[config.mk]
export PLATFORM = sky130hd
export DESIGN_NAME = part_select_packer
export DESIGN_NICKNAME = d
export VERILOG_FILES = /design/src/rtl/part_select_packer.sv
export SDC_FILE = /design/constraint.sdc
export NUM_CORES = 1
export LEC_CHECK = 0
export CORE_UTILIZATION = 45
export CTS_BUF_LIST = sky130_fd_sc_hd__clkbuf_8
export DETAILED_ROUTE_END_ITERATION = 10
export GPL_ROUTABILITY_DRIVEN = 0
export GPL_TIMING_DRIVEN = 0
export PLACE_DENSITY = 0.69
export SLEW_MARGIN = 20
export SYNTH_ARGS = -nofsm -noshare
export SYNTH_HDL_FRONTEND = slang
export SYNTH_SLANG_ARGS = --single-unit
[constraint.sdc]
create_clock -name CK -period 3.2 [get_ports CK]
set_clock_uncertainty 0.2 [all_clocks]
set_input_delay 0.48 -clock CK [delete_from_list [all_inputs] [get_ports CK]]
set_output_delay 0.48 -clock CK [all_outputs]
set_load 0.01 [all_outputs]
[src/rtl/part_select_packer.sv]
// rtl/part_select_packer.sv - width-up converter packing RATIO narrow beats into one wide word
module part_select_packer #(
  parameter int IN_W  = 2,
  parameter int RATIO = 4,
  parameter int OUT_W = IN_W * RATIO,
  parameter int CNT_W = $clog2(RATIO + 1)
) (
  input  logic             CK,
  input  logic             RN,
  input  logic [IN_W-1:0]  in_data,
  input  logic             in_valid,
  output logic             in_ready,
  input  logic             flush,
  output logic [OUT_W-1:0] out_data,
  output logic             out_valid,
  input  logic             out_ready,
  output logic [CNT_W-1:0] out_count
);

  localparam logic [CNT_W-1:0] LAST_SLOT = CNT_W'(RATIO - 1);

  logic [CNT_W-1:0] cnt;
  logic [OUT_W-1:0] acc;
  logic [OUT_W-1:0] acc_next;
  logic [CNT_W-1:0] held_next;
  logic             accept;
  logic             complete;
  logic             do_flush;
  logic             load;

  assign in_ready = !out_valid || out_ready;
  assign accept   = in_valid && in_ready;

  // Slots above cnt are always zero, so acc_next is already the zero-padded partial word.
  always_comb begin
    acc_next  = acc;
    held_next = cnt;
    if (accept) begin
      for (int k = 0; k < RATIO; k++) begin
        if (cnt == CNT_W'(k)) begin
          acc_next[k*IN_W +: IN_W] = in_data;
        end
      end
      held_next = cnt + 1'b1;
    end
  end

  assign complete = accept && (cnt == LAST_SLOT);
  assign do_flush = flush && in_ready && !complete && (held_next != '0);
  assign load     = complete || do_flush;

  always_ff @(posedge CK or negedge RN) begin
    if (!RN) begin
      cnt       <= '0;
      acc       <= '0;
      out_data  <= '0;
      out_count <= '0;
      out_valid <= 1'b0;
    end else begin
      if (load) begin
        out_data  <= acc_next;
        out_count <= held_next;
        out_valid <= 1'b1;
        cnt       <= '0;
        acc       <= '0;
      end else begin
        if (accept) begin
          acc <= acc_next;
          cnt <= held_next;
        end
        if (out_valid && out_ready) begin
          out_valid <= 1'b0;
        end
      end
    end
  end

endmodule

### Word-level counts from Yosys, hierarchy flattened

Cells that the tools add are included.
Widths: inputs -> output; s select.

* word-level logic and storage cells: 35
* bits in registers: 23

* reductions and logical operators: 14
* eq/ne operators: 3
* add/sub/neg operators: 1
* muxes and demuxes: 12

Operator list (count)
* $mux 8: 3
* $mux 3: 3
* $mux 2: 4
* $eq 3x2->1 const B: 2
* $logic_and 1x1->1: 6
* $reduce_bool 2->1: 2
* $add 3x1->3 const B: 1
* $eq 3x1->1 const B: 1
* $logic_not 3->1: 1
* $reduce_bool 3->1: 1
* $logic_not 1->1: 2
* $logic_or 1x1->1: 2
* $mux 1: 2

### Longest topological paths before layout

Gate-level depths: netlist of the first run.

* depth in word-level cells: 9
* depth in mapped cells: 8

### Worst setup path before layout of the first run

No wires, ideal clock.

* path type: register to register
* start point: register cnt[0]
* end point: register out_count[2]
* path buffers: 2
* library setup time: 0.125 ns
* period minus slack after synthesis: 2.218 ns
* arrival time: 1.893 ns
* setup slack: 0.982 ns
* cell stages (with the launch flop): 9
* cells stage by stage: dfrtp_1 > ha_1 > ha_1 > and3b_1 > nor2_1 > o31a_1 > buf_6 > buf_12 > mux2_4

* cells in the longest elaborated chain, start to end: 6

RTL lines
* from (decl): line 22 `logic [CNT_W-1:0] cnt;`
* from (signal assigned): line 69 `cnt <= held_next;`
* parallel branches: the longest is 6 deep, another holds $add 3x1->3
* to (signal assigned): line 62 `out_count <= held_next;`
* to (decl): line 17 `output logic [CNT_W-1:0] out_count`

Parallel ways; which one is timed is not known.
A chain may end at the register's enable or synchronous reset.

### Worst setup path in the final report of the first run

* start point: input port out_ready
* end point: output port in_ready

* cells in the longest elaborated chain, start to end: 1

RTL lines
* from (decl): line 16 `input logic out_ready,`
* $logic_or 1x1->1: line 31 `assign in_ready = !out_valid || out_ready;`
* to (decl): line 12 `output logic in_ready,`

No other way between the ends.

==> impl_summary.md, run 1 <==
Power
Of the total power, combinational logic draws 48.7%. The internal power of the cells totals 0.000832 W. The portion of total power attributed to sequential cells is 36.6%. In this run the power spent charging and discharging nets is 0.000422 W. The total power divided by cell area is 857 nW/µm². Net switching is 33.7% of the power.

For this design the static power due to leakage is 0.693 nW. The worst-case vdd ir drop is 0.523 mV. Per report_power, the clock group accounts for 14.7% of the total.

Route
The number of design-rule violations left by the first detailed-router iteration is 12. After detailed routing, the number of remaining DRC violations is 0. The routed via count divided by cell count is 5.49. After detailed routing, the total wire length is 2.25 mm. The number of iterations in the first detailed-routing pass is 3. The per-cell routed wire length is 15.6 µm. The routed layout has 791 vias. The antenna violation net count after detailed routing is 0.

Final layout
The fraction of layout instances using a drive strength above 1 is 31.6%. 0 antenna diodes ended up in the layout. The final instance area is 1460 µm². The area added between synthesis and finish is 21.5%. The share of the core filled with cells in the final layout is 58.6%.

Fill cells in the final layout number 214. The final-stage net count is 127.

Worst setup path
The critical path start-end classification is primary input to output pin. On the worst path, the slowest cell contributes a delay of 550 ps. At the worst endpoint, the arrival time is 1760 ps. Traced cell by cell, the critical path runs through clkdlybuf4s50_1 > nand2b_1 > buf_2 > clkdlybuf4s50_1. The nature of the critical path endpoint is an output pin. Data on the critical path is required at its endpoint by 2520 ps. In this run the worst path has a maximum fanout of 7.

The most frequent cell on the critical path is clkdlybuf4s50_1. The sort of element at the start of the critical path is a primary input. For this design, the slowest cell found on the critical path is clkdlybuf4s50_1.

Floorplan
The die is 53.7 µm tall. 20 I/O pins were placed. The core region is 2500 µm².

The die footprint is 2890 µm². The width of the die is 53.7 µm. The initial utilization of the core area, before any placement, comes to 48.2%. After floorplanning, the core was divided into 18 placement rows.

Yosys
The register bit count reported by yosys is 23. Sorting the synthesized cells by area gives the leading types as dfrtp_1 48%, mux2_2 15%, ha_1 5.2%. Summing every instance area after synthesis gives 1200 µm². By count the netlist is led by 23 x dfrtp_1, 16 x mux2_2, 7 x inv_1, 6 x a32o_1. The total of warnings raised by yosys is 0. The post-synthesis net count is 104. In the synthesized netlist, the number of instances is 92.

After synthesis, the mean cell area works out to 13.1 µm². In this run, distinct cell masters in the synthesized netlist total 26. The most area-hungry cell type in the Yosys netlist is dfrtp_1. Yosys mapped a number of flops with a built-in enable equal to 0. The portion of the post-synthesis area used by sequential elements is 47.8%.

The share of the synthesized area in the top cell type is 47.8%. By instance count, the leading cell after synthesis is dfrtp_1. The share of synthesized registers carrying an async set or reset is 100%. In the synthesized netlist the dominant register cell turns out to be dfrtp_1.

CTS
In this run the deepest clock path goes through 2 buffers. Once the clock tree was built, the setup fixing pass inserted 0 buffers. The tree is rooted in a clkbuf_8. Gates resized during post-CTS repair numbered 0. TritonCTS built the clock tree. Clock-pin slew was measured on the worst setup and hold paths at 90 ps. CTS built an H-tree with a depth of 1. The hold-fix buffer count after cts is 0. The clock buffer count from CTS is 3. The count of clock tree sinks is 23. The worst-skew pair later-pin latency is 270 ps.

Timing
For the finished layout, the period the worst path requires is 2440 ps. The hold violation count in the final report is 23. At the pin with the least slew margin, the transition time is 697 ps.

Setup violations remaining at the end of the flow were counted as 0. The relative slew slack is 53.2%. The count of final max-slew check failures is 0. The final sum of negative setup slack is 0 ps. The portion of the clock cycle consumed by the worst path in the final layout is 76.3%.

Based on the critical path, the design can be clocked at up to 409 MHz. Setup repair after global routing left no endpoint under its margin. Final hold analysis gives a worst-case slack of -23.7 ps.

Global routing
The final global-route overflow total is 0. The initial antenna violation count was 0. Global routing used 18.1% of the available tracks. The global-route wire length before repair is 3.58 mm. The largest net degree at the start of global routing is 24. The via count of the first global-routing pass is 781.

Flow run
Across the run, the number of max-cap violations was 0.

Placed design
Once placement finished, the instance area stood at 1420 µm². The count of buffers inserted at the top-level ports is 18. Detailed placement finished with a half-perimeter wire length of 1.63 mm.

Run status
The run finished, with violations left. The checks that failed: negative hold slack.

Worst hold path
The classification of the worst-slack hold path is primary input to async pin.
## cell families after synthesis
family	Yosys count	synth area share, %
AOI/OAI and AO/OA	13	9.66
xor gates and xnor gates	1	0.727
adders and majority gates	5	5.19
buffers and inverters	11	6.13
DFF	23	47.8
muxes	21	20.8
and+or+nand+nor	18	9.76
## area by class of cell
class	instances	area, µm²	area share (%)
Clock buffer	3	41.3	2.82
Tap cell	30	37.5	2.56
Inverter	7	26.3	1.79
Buffer	4	47.5	3.25
Multi-Input combinational cell	58	556	37.9
Timing Repair Buffer	18	175	12.0
Sequential cell	23	576	39.3
Clock inverter	1	5.00	0.342
## final timing paths
check | endpoint | startpoint | slack (ps) | depth (start not counted)
worst min register to register | acc[0]$_DFFE_PN0P_ | acc[0]$_DFFE_PN0P_ | 300 | 1
worst min-delay path | acc[7]$_DFFE_PN0P_ | RN | -20 | 1
max in group asynchronous | out_data[0]$_DFFE_PN0P_ | RN | 2480 | 1
min in group CK | acc[0]$_DFFE_PN0P_ | acc[0]$_DFFE_PN0P_ | 300 | 1
worst max register to register | out_data[7]$_DFFE_PN0P_ | cnt[0]$_DFFE_PN0P_ | 850 | 8
worst max-delay path | in_ready | out_ready | 760 | 4
## layer usage
| layer | up-vias | GRT usage, % | part of all wire (%) |
|---|---|---|---|
| met2 | 22 | 26.7 | 44 |
| met3 | 7 | 3.95 | 4.9 |
| met4 | 0 | 9.65 | 2.3 |
| met1 | 393 | 24.6 | 49 |
| met5 | - | 0 | 0 |
| li1 | 369 | - | - |
## worst max-delay path, delay by kind of cell
| family | cells | cell delay, ps |
|---|---|---|
| buffers and inverters | 3 | 1190 |
| and+or+nand+nor | 1 | 90 |
## registers in the layout (all words and copies together), names as in the netlist
register and count:
out_valid 1, out_count 3, cnt 3, out_data 8, acc 8
## power groups by stage
stage,registers (W),logic [W],clock network [W]
2_1_floorplan,0.000479,0.000384,0
5_1_grt,0.000473,0.000671,0.000200
3_3_place_gp,0.000458,0.000600,0
3_5_place_dp,0.000464,0.000618,0
4_1_cts,0.000460,0.000619,0.000186
6_report,0.000459,0.000610,0.000184
## cells in the final DEF, fill, tap and decap left out, types with 2 or more instances in the layout
master           netlist  routed
buf_6                  2       2
ha_1                   5       5
inv_1                  7       7
nor2b_1                2       2
buf_2                  1       2
mux2_4                 4       4
a32o_1                 6       6
mux2_2                16      16
clkdlybuf4s50_1        0      17
clkbuf_8               0       3
and2b_2                5       5
dfrtp_1               23      23
o21ai_0                3       3
nand3_1                4       4
## stage by stage
stage / instances / hold WS [ps] / power, W / worst slack, ps
2_1_floorplan: 92 / -15.6 / 0.000863 / 982
3_3_place_gp: 140 / 274 / 0.00106 / 723
3_5_place_dp: 140 / 284 / 0.00108 / 704
4_1_cts: 144 / 304 / 0.00127 / 750
5_1_grt: 144 / 21.0 / 0.00134 / 714
6_report: 144 / -23.7 / 0.00125 / 757
Note: power is estimated with default switching activity, not from simulation.
==> inputs of run 2 (changes only) <==
==> constraint.sdc (replaced) <==
create_clock -name CK -period 2.51 [get_ports CK]
set_clock_uncertainty 0.2 [all_clocks]
set_input_delay 0.3765 -clock CK [delete_from_list [all_inputs] [get_ports CK]]
set_output_delay 0.3765 -clock CK [all_outputs]
set_load 0.01 [all_outputs]
==> run 2 against run 1 <==
  * Die area unchanged
  * The flow now finishes without violations
  * Cell count up 0.69%
  * Critical endpoint is now out_data[7]$_DFFE_PN0P_
  * Worst hold slack gained 320 ps
  * Via count up 0.25%
  * Core utilization rose by 0.40 points
  * Global-route usage is the same
  * Wire length up 0.44%
  * Total power increased by 28%
==> impl_summary.md, run 2 (synthesized netlist as in run 1, its figures left out) <==
Global routing
The largest net degree at the start of global routing came to 24 (unchanged). The initial antenna violation count is 0 (unchanged). The final global-route overflow total is 0 (unchanged). The global-route total usage across every layer is 18.1% (unchanged). The via count of the first global-routing pass is 781 (unchanged).

The global-route wire length before repair is 3.58 mm (unchanged).

Power
The static leakage is 0.698 nW (+0.60%). The relative contribution of combinational cells to total power is 48.7% (about the same). The net switching power of the design is 0.000539 W (+28%). The worst-case vdd ir drop came to 0.666 mV (+27%). The internal portion of total power is 0.00106 W (+28%). The post-layout total power came to 0.00160 W (+28%). The total power divided by cell area is 1090 nW/µm² (+27%). The portion of total power attributed to sequential cells is 36.6% (about the same).

The part of the power in the clock network came to 14.7% (about the same). The switching part of the total is 33.7% (about the same).

Worst hold path
The tightest min-delay check is of the flop to flop type. Along the worst hold path, the cell count comes to 1.

Worst setup path
The worst setup path is launched from a flop. The worst endpoint required time is 2470 ps (-50 ps). The maximum fanout count along the critical path came to 10 (+3).

The endpoint arrival time on the critical path was 2310 ps (+550 ps). The nature of the critical path endpoint is a flop. The worst setup path is of the flop to flop kind.

The number of cells on the worst reg-to-reg path is 8 (unchanged).

CTS
The number of buffers inserted to repair setup after CTS is 0 (unchanged). The worst-skew pair later-pin latency was 270 ps (about the same). The number of buffers on the longest clock path is 2 (unchanged). The count of clock tree sinks is 23 (unchanged). The clock buffer count from CTS is 3 (unchanged).

The maximum level of the CTS H-tree is 1 (unchanged). The number of resized instances in the post-cts repair step is 0 (unchanged). The hold-fix buffer count after cts is 0 (unchanged). TritonCTS built the clock tree.

The clock transition at the registers of the reported paths is 90 ps (about the same). The clock root buffer is clkbuf_8.

Route
The per-cell routed wire length is 15.6 µm (-0.25%). The number of iterations in the first detailed-routing pass came to 3 (unchanged). The number of design-rule violations left by the first detailed-router iteration is 12 (unchanged).

The via count came to 793 (+0.25%). The antenna violation net count after detailed routing is 0 (unchanged). The total routed wirelength is 2.26 mm (+0.44%). The DRC violations left is 0 (unchanged).

The routed via count divided by cell count came to 5.47 (-0.44%).

Floorplan
The effective utilization at floorplan is 48.2% (unchanged). The floorplan row count is 18 (unchanged). The width of the die is 53.7 µm (unchanged). The die footprint is 2890 µm² (unchanged).

The die outline height is 53.7 µm (unchanged). The top-level I/O count is 20 (unchanged). The total core area was 2500 µm² (unchanged).

Timing
The peak clock frequency supported by timing is 425 MHz. The worst path in the final design needs a cycle of 2350 ps, including I/O delays and setup. Dividing the final minimum period by the clock period gives 93.7%. The relative slew slack came to 53.2% (unchanged).

The final sum of negative setup slack is 0 ps (unchanged). The number of setup violations in the final report was 0 (unchanged). The hold violation count in the final report is 0 (-100%). Setup repair after global routing left no endpoint under its margin. The count of final max-slew check failures came to 0 (unchanged).

The transition time at the pin with the least slew margin is 697 ps (unchanged).

Final layout
The share of the core filled with cells in the final layout came to 59.0% (+0.40 points). The sequential cell area in the final layout is 576 µm² (unchanged). The number of diodes is 0 (unchanged). Leaving out fill and tap cells, the most frequent cells in the layout are 23 x dfrtp_1, 17 x clkdlybuf4s50_1, 16 x mux2_2, 7 x inv_1, 6 x a32o_1. Leaving out fill and tap cells, the most frequent cell in the layout is dfrtp_1. The fraction of layout instances using a drive strength above 1 is 31.3% (-0.27 points). The multi-input combinational cell area is 556 µm² (unchanged). The filler cell count in the final layout was 213 (-0.47%). The largest registers in the layout are acc: 8 flops, out_data: 8 flops. The final-stage net count is 128 (+0.79%). The area added between synthesis and finish is 22.3%.

Placed design
The detailed placement HPWL was 1.63 mm (unchanged). The count of buffers inserted at the top-level ports was 18 (unchanged).

Flow run
The max capacitance violation total is 0 (unchanged).

Run status
The run finished with clean final reports.
==> run 2: cell count changes in the layout (fill, tap and decap cells not counted), sizes merged <==
| cell | change |
|---|---|
| dlygate4sd3 | +1 |
==> run 2: final timing paths <==
kind | start | endpoint | slack, ps
max reg2reg | cnt[0]$_DFFE_PN0P_ | out_data[7]$_DFFE_PN0P_ | 160
min in group asynchronous | RN | acc[7]$_DFFE_PN0P_ | 410
max | cnt[0]$_DFFE_PN0P_ | out_data[7]$_DFFE_PN0P_ | 160
min | acc[0]$_DFFE_PN0P_ | acc[0]$_DFFE_PN0P_ | 300
min reg2reg | acc[0]$_DFFE_PN0P_ | acc[0]$_DFFE_PN0P_ | 300
max in group asynchronous | RN | out_data[0]$_DFFE_PN0P_ | 1350
==> run 2: routing by layer <==
layer / up-vias / wire [µm] / global-route usage (%)
met2: 22 / 991 / 26.7
met1: 393 / 1110 / 24.6
met5: - / 0 / 0
met3: 7 / 108 / 3.95
li1: 371 / - / -
met4: 0 / 52 / 9.65
==> run 2: layout make-up <==
class	instances	share of cell area, %
Buffer	4	3.23
Sequential cell	23	39.0
Clock buffer	3	2.80
Clock inverter	1	0.340
Multi-Input combinational cell	58	37.7
Tap cell	30	2.55
Timing Repair Buffer	19	12.6
Inverter	7	1.78
==> run 2: worst max-delay path, cell delays in order, from the launching register on <==
cell and delay (ps):
dfrtp_1 450, ha_1 230, ha_1 280, and3b_1 190, nor2_1 60, o31a_1 250, buf_6 150, buf_12 140
mux2_4 290
==> run 2: per-stage QoR <==
stage | hold slack (ps) | worst slack (ps) | area (µm²) | std cells
floorplan | -119 | 292 | 1200 | 92
global placement | 274 | 137 | 1420 | 140
detailed placement | 284 | 117 | 1420 | 140
CTS | 304 | 148 | 1470 | 144
global route | 317 | 64.6 | 1470 | 145
finish | 300 | 159 | 1470 | 145
==> run 2: power groups by stage <==
| stage | combinational (W) | clock [W] | sequential, W |
|---|---|---|---|
| after floorplan | 0.000489 | 0 | 0.000610 |
| after global placement | 0.000765 | 0 | 0.000583 |
| after detailed placement | 0.000788 | 0 | 0.000591 |
| after CTS | 0.000789 | 0.000237 | 0.000586 |
| after global routing | 0.000856 | 0.000255 | 0.000604 |
| final | 0.000780 | 0.000235 | 0.000586 |
